`src/rtl/gpu_pkg.sv`:
```
// Shared GPU constants: instruction word width, field offsets and the packed
// instruction type used between the host write path and decode_block.
package gpu_pkg;

  localparam int unsigned INST_W = 82;

  // Instruction field offsets (LSB positions; multi-bit fields give MSB too).
  localparam int unsigned INST_TYPE_BIT = 0;
  localparam int unsigned VERT_NUM_BIT  = 1;
  localparam int unsigned V0_LSB        = 2;
  localparam int unsigned V0_MSB        = 17;
  localparam int unsigned V1_LSB        = 18;
  localparam int unsigned V1_MSB        = 33;
  localparam int unsigned V2_LSB        = 34;
  localparam int unsigned V2_MSB        = 49;
  localparam int unsigned LAYER_BIT     = 50;
  localparam int unsigned FILL_BIT      = 51;
  localparam int unsigned COLOR_LSB     = 52;
  localparam int unsigned COLOR_MSB     = 75;
  localparam int unsigned TEX_LSB       = 76;
  localparam int unsigned TEX_MSB       = 77;
  localparam int unsigned ALPHA_LSB     = 78;
  localparam int unsigned ALPHA_MSB     = 81;

  typedef logic [INST_W-1:0] inst_t;

endpackage

```
`src/rtl/fifo_wrap_ctr.sv`:
```
// Modulo-DEPTH pointer with enable. Wraps DEPTH-1 -> 0 by explicit compare so
// non-power-of-two depths work.
// Ports:
//   clk   - rising-edge clock
//   n_rst - synchronous active-low reset (ptr -> 0)
//   clear - synchronous flush (ptr -> 0), lower priority than n_rst
//   en    - advance pointer this cycle
//   ptr   - current pointer value, 0..DEPTH-1
module fifo_wrap_ctr #(
  parameter int unsigned DEPTH = 8,
  localparam int unsigned PW   = $clog2(DEPTH)
) (
  input  logic          clk,
  input  logic          n_rst,
  input  logic          clear,
  input  logic          en,
  output logic [PW-1:0] ptr
);
  import gpu_pkg::*;

  always_ff @(posedge clk) begin
    if (!n_rst) begin
      ptr <= '0;
    end else if (clear) begin
      ptr <= '0;
    end else if (en) begin
      ptr <= (ptr == PW'(DEPTH - 1)) ? '0 : ptr + PW'(1);
    end
  end

endmodule

```
`src/rtl/inst_fifo.sv`:
```
// Instruction buffer between the host write interface and decode_block.
// First-word-fall-through: the oldest word is always presented on rdata.
// Ports:
//   clk, n_rst       - clock, synchronous active-low reset
//   clear            - synchronous flush of contents and sticky flags
//   push, wdata      - write request and instruction word
//   pop              - discard current head word
//   rdata            - head word, '0 when empty (null instruction)
//   empty, full      - occupancy status
//   count            - number of words held
//   overflow         - sticky: push while full without a simultaneous pop
//   underflow        - sticky: pop while empty
module inst_fifo
  import gpu_pkg::*;
#(
  parameter int unsigned DEPTH = 8,
  parameter int unsigned WIDTH = INST_W,
  localparam int unsigned PW   = $clog2(DEPTH),
  localparam int unsigned CW   = $clog2(DEPTH + 1)
) (
  input  logic             clk,
  input  logic             n_rst,
  input  logic             clear,
  input  logic             push,
  input  logic [WIDTH-1:0] wdata,
  input  logic             pop,
  output logic [WIDTH-1:0] rdata,
  output logic             empty,
  output logic             full,
  output logic [CW-1:0]    count,
  output logic             overflow,
  output logic             underflow
);

  logic [WIDTH-1:0] mem [DEPTH];
  logic [PW-1:0]    rd_ptr;
  logic [PW-1:0]    wr_ptr;
  logic             do_push;
  logic             do_pop;
  logic             wr_en;

  assign empty = (count == '0);
  assign full  = (count == CW'(DEPTH));

  // A full FIFO still accepts a push when the head is popped in the same cycle.
  assign do_push = push && (!full || pop);
  assign do_pop  = pop && !empty;
  assign wr_en   = do_push && n_rst && !clear;

  assign rdata = empty ? '0 : mem[rd_ptr];

  fifo_wrap_ctr #(
    .DEPTH (DEPTH)
  ) u_rd_ctr (
    .clk   (clk),
    .n_rst (n_rst),
    .clear (clear),
    .en    (do_pop),
    .ptr   (rd_ptr)
  );

  fifo_wrap_ctr #(
    .DEPTH (DEPTH)
  ) u_wr_ctr (
    .clk   (clk),
    .n_rst (n_rst),
    .clear (clear),
    .en    (do_push),
    .ptr   (wr_ptr)
  );

  // Storage carries no reset; validity is tracked solely by count/pointers.
  always_ff @(posedge clk) begin
    if (wr_en) begin
      mem[wr_ptr] <= wdata;
    end
  end

  always_ff @(posedge clk) begin
    if (!n_rst) begin
      count     <= '0;
      overflow  <= 1'b0;
      underflow <= 1'b0;
    end else if (clear) begin
      count     <= '0;
      overflow  <= 1'b0;
      underflow <= 1'b0;
    end else begin
      if (do_push && !do_pop) begin
        count <= count + CW'(1);
      end else if (do_pop && !do_push) begin
        count <= count - CW'(1);
      end
      if (push && full && !pop) begin
        overflow <= 1'b1;
      end
      if (pop && empty) begin
        underflow <= 1'b1;
      end
    end
  end

endmodule

```
`config.mk`:
```
export PLATFORM = sky130hd
export DESIGN_NAME = inst_fifo
export DESIGN_NICKNAME = d
export VERILOG_FILES = /design/src/rtl/gpu_pkg.sv /design/src/rtl/fifo_wrap_ctr.sv /design/src/rtl/inst_fifo.sv
export SDC_FILE = /design/constraint.sdc
export NUM_CORES = 1
export LEC_CHECK = 0
export CORE_MARGIN = 2
export CORE_UTILIZATION = 45
export CTS_BUF_LIST = sky130_fd_sc_hd__clkbuf_16
export DETAILED_ROUTE_END_ITERATION = 10
export MAX_ROUTING_LAYER = met4
export PLACE_DENSITY = 0.66
export SLEW_MARGIN = 20
export SYNTH_ARGS = -nofsm -noshare
export SYNTH_HDL_FRONTEND = slang
export SYNTH_SLANG_ARGS = --single-unit
```
`constraint.sdc`:
```
create_clock -name clk -period 10.05 [get_ports clk]
set_clock_uncertainty 0.1 [all_clocks]
set_input_delay 2.01 -clock clk [delete_from_list [all_inputs] [get_ports clk]]
set_output_delay 2.01 -clock clk [all_outputs]
set_load 0.005 [all_outputs]
```
==> Flow_metrics.wiki, run 1 <==
{| class="wikitable"
! Metric !! Value
|-
| Vias after detailed routing || 11700
|-
| Buffer levels on the longest clock path || 3
|-
| Post-synthesis cell type with the largest combined area || sky130_fd_sc_hd__edfxtp_1
|-
| Clock-pin slew of the registers on the worst-case setup and hold paths || 0.06 ns
|-
| Initial cell density of the core || 45.5%
|-
| Period minus WS final || 6.20 ns
|-
| Number of fill cells in the layout || 4305
|-
| Total nets after synthesis || 1222
|-
| Worst-case headroom to the max-slew limit || 26.2%
|-
| Antenna violations before repair || 3
|-
| Dpl cells || 2026
|-
| H-tree depth || 3
|-
| Area of combinational cells with multiple inputs || 5330 um^2
|-
| Post-cts hold buffer count || 0
|-
| Top cells by count, synth || sky130_fd_sc_hd__edfxtp_1 (656), sky130_fd_sc_hd__mux4_2 (164), sky130_fd_sc_hd__nor2_1 (95)
|-
| Final nets || 1438
|-
| Number of global-route vias before repair || 12600
|-
| Share of the synthesized area in the top cell type || 77.0%
|-
| Standby leakage power || 9.33 nW
|-
| Maximum number of pins on one net before global-route repair || 71
|-
| Data required time of the critical path || 7.94 ns
|-
| Upper clock frequency limit || 161 MHz
|-
| Cell chosen for the clock root || sky130_fd_sc_hd__clkbuf_16
|-
| Transition time at the pin with the least slew margin || 1.11 ns
|-
| Final setup fails || 0
|-
| Async set-reset flop share out of synthesis || 0%
|-
| IO buf count || 176
|-
| Number of slew-limit violations in the final report || 0
|-
| Class of the worst hold path || reg -> reg
|-
| GRT Util Overall || 18.5%
|-
| Number of iterations in the first detailed-routing pass || 4
|-
| Post-synth design cell area || 25600 um^2
|-
| Worst-case reg-to-reg path depth || 6
|-
| Final standard cell count with taps included and fillers excluded || 2158
|-
| Run status || finished clean
|-
| Synthesized netlist cell count || 1127
|-
| R2R Setup Slk || 6.23 ns
|-
| Worst Setup End Kind || primary output
|-
| Clock latency at the later pin of the worst-skew pair || 0.59 ns
|-
| Post-cts gate resize count || 0
|-
| Post-detailed-placement half-perimeter wirelength || 26900 um
|-
| Number of max-cap violations || 0
|-
| Syn. warnings || 0
|-
| Final weighted congestion in routability-driven placement || 0.701
|-
| EDFF count, synth || 656
|-
| Wirelength per Cell || 24.0 um
|-
| Worst IR Drop VDD || 133 uV
|-
| Total grt overflow || 0
|-
| Post-CTS setup repair buffer count || 0
|-
| Width of the die || 242 um
|-
| Antenna Nets Post-Route || 0
|-
| Residual DRC || 0
|-
| Per-cell via count in the routed design || 5.43
|-
| Endpoint arrival time on the critical path || 4.09 ns
|-
| Wire length reported by the detailed router || 51800 um
|-
| Crit Path Max Fanout || 38
|-
| Count of routing violations after the opening detailed-route iteration || 768
|-
| Distinct cells, synth || 33
|-
| Count of pins on the block boundary || 177
|-
| Kind of start point of the critical path || register
|-
| Classification of the worst setup path || reg -> out
|-
| End of the critical path || rdata[68]
|-
| Average cell area after synthesis || 22.7 um^2
|-
| Most frequently used cell type in the post-synthesis netlist || sky130_fd_sc_hd__edfxtp_1
|-
| Flip-flop cell with the highest count after synthesis || sky130_fd_sc_hd__edfxtp_1
|-
| RSZ-0062 raised after global routing || no
|-
| Layout cells sized above 1 || 22.3%
|-
| Synth-to-layout area growth || 19.7%
|-
| TritonCTS Buffers || 71
|-
| Register area || 20000 um^2
|-
| Flip-flop and latch count after synthesis || 671
|-
| Ranking of synthesized cells by area || sky130_fd_sc_hd__edfxtp_1 (77%), sky130_fd_sc_hd__mux4_2 (14%), sky130_fd_sc_hd__mux2i_1 (3.3%), sky130_fd_sc_hd__nor2_1 (1.4%), sky130_fd_sc_hd__dfxtp_1 (1.2%)
|-
| Clock tree from TritonCTS || built
|-
| Floorplan die area || 58800 um^2
|-
| CORE AREA || 56300 um^2
|-
| Hold Startpoint || overflow$_SDFFE_PP0P_
|-
| Number of clock sinks || 671
|-
| Power Density || 202 nW/um^2
|-
| Final worst-path cycle share || 61.7%
|-
| Summed negative setup slack over all endpoints || 0 ns
|-
| First-pass GRT wire length || 78400 um
|-
| Die Y-Extent || 242 um
|-
| Seq/Total Area, Yosys || 78.2%
|-
| Std-Cell Rows || 87
|-
| Reg2reg end || mem[7][79]$_DFFE_PP_
|-
| Final Hold Fails || 0
|-
| Reg-to-Reg Start || count[0]$_SDFFE_PP0P_
|}
==> worst min path at each step <==
stage,to,slack [ns],cells past startpoint
after floorplan,register,0.35,2
after global placement,overflow$_SDFFE_PP0P_,0.35,2
after detailed placement,underflow$_SDFFE_PP0P_,0.37,2
after CTS,underflow$_SDFFE_PP0P_,0.39,2
after global routing,register,0.41,2
final,overflow$_SDFFE_PP0P_,0.38,2
==> per-layer routing <==
layer	vias up	wire [um]	global-route usage (%)
met3	72	2730	3.71
met5	-	0	-
li1	5137	-	-
met4	0	979	5.37
met2	268	25500	29.1
met1	6245	22600	24.6
==> metrics by stage <==
| stage | power (mW) | hold slack [ns] | instance area, um^2 | setup WS (ns) | util, % |
|---|---|---|---|---|---|
| floorplan | 3.38 | 0.350 | 25600 | -0.888 | - |
| global placement | 3.65 | 0.355 | 28300 | 4.14 | 50.2 |
| detailed placement | 3.65 | 0.370 | 28300 | 4.04 | 50.3 |
| CTS | 6.26 | 0.385 | 30600 | 3.67 | 54.4 |
| global route | 6.40 | 0.408 | 30600 | 3.48 | 54.4 |
| finish | 6.18 | 0.378 | 30600 | 3.85 | 54.4 |
==> state kept, by name (all words and copies together), names as in the netlist, named ones only <==
name and cells:
count 4, u_rd_ctr.ptr 3, underflow 1, u_wr_ctr.ptr 3
overflow 1, mem 656
==> critical path: stages (launching register included) <==
cell and delay [ns]:
sky130_fd_sc_hd__dfxtp_4 0.88, sky130_fd_sc_hd__buf_4 0.63, sky130_fd_sc_hd__buf_4 0.60, sky130_fd_sc_hd__mux4_2 0.59, sky130_fd_sc_hd__mux2i_1 0.19, sky130_fd_sc_hd__nor2_1 0.07, sky130_fd_sc_hd__clkdlybuf4s50_1 0.47
==> kinds of logic (layout without fill, tap and decap cells) <==
| logic type | after synthesis | after routing | share of synthesized area (%) |
|---|---|---|---|
| AOI/OAI and AO/OA | 13 | 13 | 0.352 |
| xor gates and xnor gates | 2 | 2 | 0.0685 |
| adders and majority gates | 8 | 8 | 0.421 |
| buffers and inverters | 64 | 333 | 1.24 |
| DFF | 671 | 671 | 78.2 |
| muxes | 248 | 248 | 17.7 |
| other | 0 | 6 | 0 |
| and+or+nand+nor | 121 | 121 | 2.03 |
==> power by group <==
| part | total [mW] | internal [mW] | switching [mW] |
|---|---|---|---|
| registers | 3.10 | 3.09 | 0.0158 |
| logic | 0.481 | 0.251 | 0.230 |
| clock network | 2.60 | 1.57 | 1.02 |
==> cell type report <==
type / instances / area share [%]
multi-input cells: 392 / 17.4
flip-flops and latches: 671 / 65.3
clock buffers: 75 / 6.13
diodes: 6 / 0.0490
well taps: 756 / 3.09
inverters: 5 / 0.0613
repair buffers: 202 / 6.47
clock inverters: 51 / 1.49
==> placed cells by master, fill, tap and decap left out, drive strengths merged, types with 9 or more instances in the layout <==
| master | synthesis | routed |
|---|---|---|
| a21oi | 9 | 9 |
| buf | 44 | 26 |
| clkinv | 0 | 24 |
| clkbuf | 15 | 75 |
| dfxtp | 15 | 15 |
| inv | 5 | 22 |
| bufinv | 0 | 9 |
| clkdlybuf4s50 | 0 | 176 |
| nor2 | 95 | 95 |
| edfxtp | 656 | 656 |
| mux2i | 84 | 84 |
| mux4 | 164 | 164 |
(Power assumes the default switching activity.)
==> run 2: changes to the inputs <==
PLACE_DENSITY = unset   (was 0.66)
clock period = 5.82 ns   (was 10.05 ns; I/O delays follow)
==> run 2 against run 1 <==
  * Sequential power up 73%
  * Critical path depth shrank 1
  * Design area about the same
  * Power grew 69%
  * Setup slack got worse by 2.5 ns
  * Final cell count about the same
  * Register-to-register slack worse by 3.7 ns
  * First-iteration DRC count fell by 1.2%
  * Highest routed layer unchanged
==> Flow_metrics.wiki, run 2 (same netlist as run 1, synthesis figures left out) <==
{| class="wikitable"
! Metric !! Value
|-
| Commonest cells after routing, fill and taps aside || sky130_fd_sc_hd__edfxtp_1 (656), sky130_fd_sc_hd__clkdlybuf4s50_1 (176), sky130_fd_sc_hd__mux4_2 (164), sky130_fd_sc_hd__nor2_1 (92), sky130_fd_sc_hd__mux2i_1 (84)
|-
| Residual DRC || 0
|-
| Die Y-Extent || 242 um
|-
| Power Density || 342 nW/um^2
|-
| Worst path setup slack after routing || 1.32 ns
|-
| Standby leakage power || 9.29 nW
|-
| Width of the die || 242 um
|-
| Number of iterations in the first detailed-routing pass || 5
|-
| Number of slew-limit violations in the final report || 0
|-
| Crit Path Max Fanout || 32
|-
| Met1 global-route usage || 24.4%
|-
| Period minus WS final || 4.50 ns
|-
| Buffer levels on the longest clock path || 3
|-
| Wire length reported by the detailed router || 52600 um
|-
| End of the critical path || rdata[27]
|-
| Antenna violations before repair || 7
|-
| Antenna Nets Post-Route || 0
|-
| Total grt overflow || 0
|-
| Final weighted congestion in routability-driven placement || 0.711
|-
| Number of max-cap violations || 0
|-
| Endpoint arrival time on the critical path || 3.24 ns
|-
| R2R Setup Slk || 2.54 ns
|-
| Share of the core filled with cells || 54.4%
|-
| Met3 track demand over resource in global routing || 3.41%
|-
| Synth-to-layout area growth || 19.7%
|-
| RSZ-0062 raised after global routing || no
|-
| Worst hold-check slack || 0.376 ns
|-
| Worst-case headroom to the max-slew limit || 35.9%
|-
| Post-detailed-placement half-perimeter wirelength || 27800 um
|-
| Largest reg by FF count || mem
|-
| Final nets || 1439
|-
| Class of the worst hold path || reg -> reg
|-
| Cell chosen for the clock root || sky130_fd_sc_hd__clkbuf_16
|-
| Total power draw || 10.5 mW
|-
| Most heavily used metal layer in global routing || met2
|-
| Worst setup timing slack at the placement stage || 1.84 ns
|-
| Layout cells sized above 1 || 22.3%
|-
| Wirelength per Cell || 24.4 um
|-
| Reg2reg end || count[3]$_SDFFE_PP0P_
|-
| Kind of start point of the critical path || register
|-
| Per-cell via count in the routed design || 5.43
|-
| H-tree depth || 3
|-
| Upper clock frequency limit || 222 MHz
|-
| Final Hold Fails || 0
|-
| Post-cts hold buffer count || 0
|-
| Number of clock sinks || 671
|-
| Final setup fails || 0
|-
| Flip-flop count of the largest register after layout || 656
|-
| Std-Cell Rows || 87
|-
| Number of fill cells in the layout || 4299
|-
| IO buf count || 176
|-
| Registers with the most flip-flops || mem: 656 flops, count: 4 flops
|-
| Reg-to-Reg Start || count[0]$_SDFFE_PP0P_
|-
| Floorplan die area || 58800 um^2
|-
| Worst Setup End Kind || primary output
|-
| Clock tree from TritonCTS || built
|-
| Classification of the worst setup path || reg -> out
|-
| Number of global-route vias before repair || 12500
|-
| CORE AREA || 56300 um^2
|-
| Clock latency at the later pin of the worst-skew pair || 0.58 ns
|-
| Final worst-path cycle share || 77.4%
|-
| First-pass GRT wire length || 79700 um
|-
| Post-cts gate resize count || 0
|-
| Most frequent standard cell in the layout excluding fill and tap cells || sky130_fd_sc_hd__edfxtp_1
|-
| Count of routing violations after the opening detailed-route iteration || 759
|-
| Worst IR Drop VDD || 202 uV
|-
| GRT Util Overall || 18.8%
|-
| Count of pins on the block boundary || 177
|-
| GRT met2 Usage || 30.6%
|-
| Summed negative setup slack over all endpoints || 0 ns
|-
| Clock-pin slew of the registers on the worst-case setup and hold paths || 0.06 ns
|-
| TritonCTS Buffers || 69
|-
| Initial cell density of the core || 45.5%
|-
| Worst-case reg-to-reg path depth || 10
|-
| Post-CTS setup repair buffer count || 0
|-
| Transition time at the pin with the least slew margin || 0.961 ns
|-
| Maximum number of pins on one net before global-route repair || 86
|-
| Run status || finished clean
|-
| Vias after detailed routing || 11700
|-
| Data required time of the critical path || 4.56 ns
|}
-- run 2: cell types whose count changed in the layout (fill, tap and decap cells not counted) --
cell	previous run	this run
sky130_fd_sc_hd__buf_12	2	8
sky130_fd_sc_hd__bufinv_16	9	6
sky130_fd_sc_hd__clkbuf_16	75	72
sky130_fd_sc_hd__nor4_2	3	0
sky130_fd_sc_hd__buf_4	24	21
sky130_fd_sc_hd__diode_2	6	8
sky130_fd_sc_hd__clkinv_8	0	1
sky130_fd_sc_hd__nor4_4	1	4
sky130_fd_sc_hd__clkinvlp_4	1	3
-- run 2: worst min-delay path by stage --
stage               slack (ns)  cells after the start                     to                         start
finish                    0.38                      2               register  u_rd_ctr.ptr[1]$_SDFFE_PP0P_
global route              0.41                      2  overflow$_SDFFE_PP0P_         overflow$_SDFFE_PP0P_
CTS                       0.37                      2               register  u_rd_ctr.ptr[1]$_SDFFE_PP0P_
detailed placement        0.37                      2               register  u_rd_ctr.ptr[1]$_SDFFE_PP0P_
global placement          0.36                      2  overflow$_SDFFE_PP0P_         overflow$_SDFFE_PP0P_
floorplan                 0.35                      2               register  u_rd_ctr.ptr[1]$_SDFFE_PP0P_
-- run 2: worst max-delay path: stages (launching register included) --
cell	delay [ns]
sky130_fd_sc_hd__dfxtp_4	0.80
sky130_fd_sc_hd__buf_4	0.47
sky130_fd_sc_hd__mux4_2	0.54
sky130_fd_sc_hd__mux2i_1	0.29
sky130_fd_sc_hd__nor2_1	0.07
sky130_fd_sc_hd__clkdlybuf4s50_1	0.46
-- run 2: cell type report --
type,count,area (um^2),area share (%)
Inverter,5,18.8,0.0613
Sequential cell,671,20000,65.3
Clock inverter,51,399,1.30
Clock buffer,72,1800,5.88
Tap cell,756,946,3.09
Multi-Input combinational cell,392,5360,17.5
Timing Repair Buffer,205,2080,6.79
Antenna cell,8,20.0,0.0654
-- run 2: power breakdown --
group | leakage [nW] | switching (mW) | internal [mW]
Clock | 1.13 | 1.76 | 2.50
Combinational | 2.14 | 0.401 | 0.443
Sequential | 6.03 | 0.0254 | 5.33
-- run 2: per-layer routing --
metal | vias to the layer above | routed length [um] | share of wire [%]
li1 | 5133 | - | -
met1 | 6283 | 22700 | 43
met2 | 260 | 26500 | 50
met3 | 63 | 2430 | 4.6
met4 | 0 | 941 | 1.8
met5 | - | 0 | 0
-- run 2: stage by stage --
step | instance area [um^2] | cells
floorplan | 25600 | 1127
global placement | 28400 | 2029
detailed placement | 28400 | 2029
CTS | 30600 | 2152
global route | 30600 | 2159
finish | 30600 | 2160
==> run 3: changes to the inputs <==
PLACE_DENSITY = 0.66   (was unset)
clock period = 3.9 ns   (was 5.82 ns; I/O delays follow)
==> run 3 against run 2 <==
  * Design area rose by 0.72%
  * Global-route usage fell by 0.53 points
  * Wire length fell by 2.3%
  * Worst hold slack got worse by 0.0058 ns
  * Sequential share of layout area fell by 0.47 points
  * Critical endpoint is now rdata[15]
  * Combinational power rose by 53%
  * Final cell count rose by 0.32%
  * Via count rose by 0.42%
  * Utilization rose by 0.39 points
  * Flip-flop and latch count did not move
  * Clock power rose by 44%
  * Non-clock buffer count rose by 8
==> Flow_metrics.wiki, run 3 (same netlist as run 1, synthesis figures left out) <==
{| class="wikitable"
! Metric !! Value
|-
| Run status || finished clean
|-
| Count of pins on the block boundary || 177
|-
| Final Hold Fails || 0
|-
| Total power draw || 15.4 mW
|-
| Vias after detailed routing || 11800
|-
| Placed cell area || 28700 um^2
|-
| Final standard cell count with taps included and fillers excluded || 2167
|-
| Slowest stage cell, crit path || sky130_fd_sc_hd__mux4_2
|-
| Worst Setup End Kind || primary output
|-
| Maximum number of pins on one net before global-route repair || 83
|-
| Power Density || 500 nW/um^2
|-
| Worst IR Drop VDD || 309 uV
|-
| Classification of the worst setup path || reg -> out
|-
| Clock tree from TritonCTS || built
|-
| RSZ-0062 raised after global routing || no
|-
| Worst setup timing slack at the placement stage || 0.600 ns
|-
| Clock-pin slew of the registers on the worst-case setup and hold paths || 0.06 ns
|-
| Share of the core filled with cells || 54.8%
|-
| Dpl cells || 2037
|-
| Std-Cell Rows || 87
|-
| Final Instance Area || 30900 um^2
|-
| IO buf count || 176
|-
| Residual DRC || 0
|-
| First-pass GRT wire length || 77700 um
|-
| Number of slew-limit violations in the final report || 0
|-
| GRT Util Overall || 18.3%
|-
| Largest reg by FF count || mem
|-
| Die Y-Extent || 242 um
|-
| Class of the worst hold path || reg -> reg
|-
| Final setup fails || 0
|-
| Registers with the most flip-flops || mem: 656 flops, count: 4 flops
|-
| Wire length reported by the detailed router || 51400 um
|-
| Period minus WS final || 3.72 ns
|-
| Buffer levels on the longest clock path || 3
|-
| Area of combinational cells with multiple inputs || 5390 um^2
|-
| Worst path setup slack after routing || 0.178 ns
|-
| Most frequent standard cell in the layout excluding fill and tap cells || sky130_fd_sc_hd__edfxtp_1
|-
| Post-cts hold buffer count || 0
|-
| Summed negative setup slack over all endpoints || 0 ns
|-
| Antenna Nets Post-Route || 0
|-
| Register area || 20000 um^2
|-
| H-tree depth || 3
|-
| Count of routing violations after the opening detailed-route iteration || 1071
|-
| Initial cell density of the core || 45.5%
|-
| Worst hold-check slack || 0.370 ns
|-
| Floorplan die area || 58800 um^2
|-
| Total grt overflow || 0
|-
| Standby leakage power || 9.36 nW
|-
| TritonCTS Buffers || 69
|-
| Buf+Inv Stages, Crit Path || 3
|-
| Endpoint arrival time on the critical path || 2.84 ns
|-
| Wirelength per Cell || 23.7 um
|-
| Number of fill cells in the layout || 4209
|-
| Number of max-cap violations || 0
|-
| Number of iterations in the first detailed-routing pass || 5
|-
| Number of global-route vias before repair || 12300
|-
| Final worst-path cycle share || 95.4%
|-
| Slowest cell delay on critical path || 0.54 ns
|-
| Post-detailed-placement half-perimeter wirelength || 27400 um
|-
| Per-cell via count in the routed design || 5.44
|-
| Final nets || 1447
|-
| Flip-flop count of the largest register after layout || 656
|-
| Kind of start point of the critical path || register
|-
| Upper clock frequency limit || 269 MHz
|-
| Layout cells sized above 1 || 22.6%
|-
| Cell chosen for the clock root || sky130_fd_sc_hd__clkbuf_16
|-
| Clock latency at the later pin of the worst-skew pair || 0.60 ns
|-
| Crit Path Max Fanout || 34
|-
| Cell chain of the critical path || buf_12, buf_4, mux4_2, mux2i_1, nor2_1, clkdlybuf4s50_1
|-
| CORE AREA || 56300 um^2
|-
| Data required time of the critical path || 3.02 ns
|-
| Final weighted congestion in routability-driven placement || 0.710
|-
| Worst-case headroom to the max-slew limit || 53.7%
|-
| Post-cts gate resize count || 0
|-
| Number of clock sinks || 671
|-
| Post-CTS setup repair buffer count || 0
|-
| Transition time at the pin with the least slew margin || 0.690 ns
|-
| Largest delay contributor family on the critical path || buffers and inverters
|-
| Commonest cells after routing, fill and taps aside || sky130_fd_sc_hd__edfxtp_1 (656), sky130_fd_sc_hd__clkdlybuf4s50_1 (176), sky130_fd_sc_hd__mux4_2 (164), sky130_fd_sc_hd__nor2_1 (92), sky130_fd_sc_hd__mux2i_1 (83)
|-
| Synth-to-layout area growth || 20.6%
|-
| Width of the die || 242 um
|-
| Antenna violations before repair || 6
|}
## run 3: per-layer routing
| metal | part of all wire, % | GRT usage, % | routed length [um] | vias to the layer above |
|---|---|---|---|---|
| met2 | 48 | 27.6 | 24700 | 294 |
| met3 | 6.2 | 4.64 | 3180 | 63 |
| met4 | 1.6 | 5.25 | 845 | 0 |
| li1 | - | - | - | 5156 |
| met1 | 44 | 24.9 | 22700 | 6275 |
| met5 | 0 | - | 0 | - |
## run 3: final timing paths
path                               start                     end  slack [ns]  cells past startpoint
setup / recovery                register               rdata[15]        0.18                      6
setup reg to reg   count[3]$_SDFFE_PP0P_   count[3]$_SDFFE_PP0P_        1.10                     10
hold / removal    underflow$_SDFFE_PP0P_  underflow$_SDFFE_PP0P_        0.37                      2
hold reg to reg   underflow$_SDFFE_PP0P_  underflow$_SDFFE_PP0P_        0.37                      2
## run 3: layout make-up
| cell class | instances | area share [%] |
|---|---|---|
| flip-flops and latches | 671 | 64.9 |
| multi-input cells | 392 | 17.5 |
| repair buffers | 213 | 7.61 |
| clock buffers | 72 | 5.84 |
| well taps | 756 | 3.07 |
| clock inverters | 51 | 1.03 |
| inverters | 5 | 0.0608 |
| diodes | 7 | 0.0568 |
## run 3: power by group
| group | switching [mW] | leakage, nW | total [mW] | internal, mW |
|---|---|---|---|---|
| clock network | 2.61 | 1.08 | 6.14 | 3.53 |
| registers | 0.0239 | 6.03 | 7.98 | 7.96 |
| logic | 0.610 | 2.24 | 1.29 | 0.677 |
| total | 3.24 | 9.36 | 15.4 | 12.2 |
## run 3: worst min-delay path, stage by stage, from the launching register on
cell                      delay (ns)
sky130_fd_sc_hd__dfxtp_1        0.33
sky130_fd_sc_hd__a21oi_1        0.04
sky130_fd_sc_hd__nor2_1         0.07
==> variant: new RTL, flow settings as in run 1 <==
Register the output `overflow` once more; this adds one clock of latency there. The other outputs are not delayed to match.
--- a/src/rtl/inst_fifo.sv
+++ b/src/rtl/inst_fifo.sv
@@ -31,6 +31,8 @@
   output logic             overflow,
   output logic             underflow
 );
+
+  logic overflow_s0;
 
   logic [WIDTH-1:0] mem [DEPTH];
   logic [PW-1:0]    rd_ptr;
@@ -79,11 +81,11 @@
   always_ff @(posedge clk) begin
     if (!n_rst) begin
       count     <= '0;
-      overflow  <= 1'b0;
+      overflow_s0 <= 1'b0;
       underflow <= 1'b0;
     end else if (clear) begin
       count     <= '0;
-      overflow  <= 1'b0;
+      overflow_s0 <= 1'b0;
       underflow <= 1'b0;
     end else begin
       if (do_push && !do_pop) begin
@@ -92,7 +94,7 @@
         count <= count - CW'(1);
       end
       if (push && full && !pop) begin
-        overflow <= 1'b1;
+        overflow_s0 <= 1'b1;
       end
       if (pop && empty) begin
         underflow <= 1'b1;
@@ -100,5 +102,9 @@
     end
   end
 
+  always_ff @(posedge clk) begin
+    overflow <= overflow_s0;
+  end
+
 endmodule
 
Behaviour: same outputs for any inputs over 4 cycles, from zero or initial values; that may be too few to reach the edited logic, so the function may still have changed.
==> variant against run 1 <==
Power is 1.6% lower. Sequential cell count is 1 higher. Highest routed layer unchanged. Setup slack better by 0.52 ns. Critical path type unchanged. Synthesized area hardly changed. Final area down 0.25%. Critical path depth decreased by 1. Routed wire length increased by 0.39%.
==> variant: results (changes against run 1) <==
logic_synthesis:
  register_area_share_after_synthesis: 0.782  # about the same
  yosys-top-cells-count: "sky130_fd_sc_hd__edfxtp_1, sky130_fd_sc_hd__mux4_2, sky130_fd_sc_hd__nor2_1"
  syn_nets: 1223  # +0.082%
  synth_edf_count: 656  # unchanged
  synth.distinct_cells: 33  # unchanged
  proportion_of_register_bits_with_asynchronous_set_or_reset_after_synthesis: 0  # unchanged
  synth_cells: 1128  # +0.089%
  ys_warn_count: 0  # unchanged
  ys_top_cells_by_area: "sky130_fd_sc_hd__edfxtp_1, sky130_fd_sc_hd__mux4_2, sky130_fd_sc_hd__mux2i_1"
timing:
  transition_time_at_the_pin_with_the_least_slew_margin_ns: 1.03  # -0.0797 ns
drt:
  vias_after_detailed_routing: 11700  # +0.017%
  first_pass_drt_iterations: 4  # unchanged
  drt-wirelength-per-cell_um: 24.1  # +0.44%
  drt-initial-drc-count: 892  # +16%
cts:
  cts-buffers-inserted: 70  # -1.4%
  clock_insertion_delay_worst_skew_ns: 0.60
  cts_clock_pin_slew_for_the_worst_setup_and_hold_paths_ns: 0.06  # about the same
  cts_buffer_depth: 3  # unchanged
  post_cts_buffers: 0  # unchanged
setup_path:
  endpoint_arrival_time_on_the_critical_path_ns: 3.57  # -0.52 ns
  crit_path_max_incr_delay_ns: 0.79  # -0.09 ns
  critical_path.max_fanout: 42  # +11%
  critical_path.top_delay_family: "buffers and inverters"
  critical-path-slowest-cell: "sky130_fd_sc_hd__buf_4"
grt:
  groute.usage.overall: 0.186  # +0.00174
  grt_max_degree: 115  # +62%
  first_global_vias: 12600  # +0.14%
  grt_first_pass_wirelength_mm: 78.8  # +0.50%
  antenna_found_initial: 2  # -1
placed_design:
  io_buffer_count: 176  # unchanged
  dpl.cell_count: 2025  # -0.049%
  postPlaceCellArea_mm2: 0.0283  # about the same
  pre_cts_slack_ns: 4.72  # +0.677 ns
  dp_hpwl_mm: 26.6  # -0.90%
  place.gp.congestion: 0.725  # +3.4%
finish:
  layoutNonFillerInstCount: 2157  # -0.046%
  nets: 1436  # -0.14%
  flow.area_growth_from_synthesis_pct: 19.4
  drive_above_1_share: 0.222  # -0.000319
  largestRegisters: "mem: 656 flops, count: 4 flops"
power_and_ir_drop:
  p_leak_nw: 9.27  # -0.67%
  worst_ir_drop_vdd_uv: 132  # -1.0%
status:
  status: "completed"
hold_path:
  hold_class: "reg2reg"
[variant: final cells by class]
cell class	count	area, µm²
inverter	5	18.8
clock buffer	74	1850
tap	756	946
fill	4314	25700
sequential	672	20000
timing repair buffer	200	1980
multi-input combinational	392	5330
clock inverter	55	398
antenna	3	7.51
[variant: stage by stage]
| stage | total power, mW | util |
|---|---|---|
| 3_5_place_dp | 3.66 | 0.503 |
| 4_1_cts | 6.16 | 0.543 |
| 6_report | 6.09 | 0.543 |
| 2_1_floorplan | 3.38 | - |
| 3_3_place_gp | 3.65 | 0.503 |
| 5_1_grt | 6.31 | 0.543 |
[variant: report_power, final]
group / internal [mW] / switching (mW) / total (mW) / leakage (nW)
Combinational: 0.251 / 0.233 / 0.484 / 2.09
Clock: 1.46 / 1.03 / 2.50 / 1.14
Sequential: 3.09 / 0.0128 / 3.11 / 6.04
Total: 4.81 / 1.28 / 6.09 / 9.27
[variant: final timing paths]
| kind | start | to | slack (ns) | depth (start not counted) |
|---|---|---|---|---|
| worst max-delay path | flop | rdata[68] | 4.37 | 5 |
| worst min-delay path | overflow_s0 | overflow | 0.25 | 0 |
| worst max register to register | count[0] | count[3] | 6.82 | 10 |
| worst min register to register | overflow_s0 | overflow | 0.25 | 0 |
[variant: routing by layer]
layer,share of wire,GRT usage,vias up
li1,-,-,5126
met1,0.44,0.249,6242
met2,0.49,0.293,290
met3,0.055,0.0377,66
met4,0.017,0.0525,0
met5,0,-,-
[variant: cell families after synthesis]
kind of cell / synth area share
adders and majority gates: 0.00420
and+or+nand+nor: 0.0203
xor gates and xnor gates: 0.000684
AOI/OAI and AO/OA: 0.00352
buffers and inverters: 0.0124
DFF: 0.782
muxes: 0.177
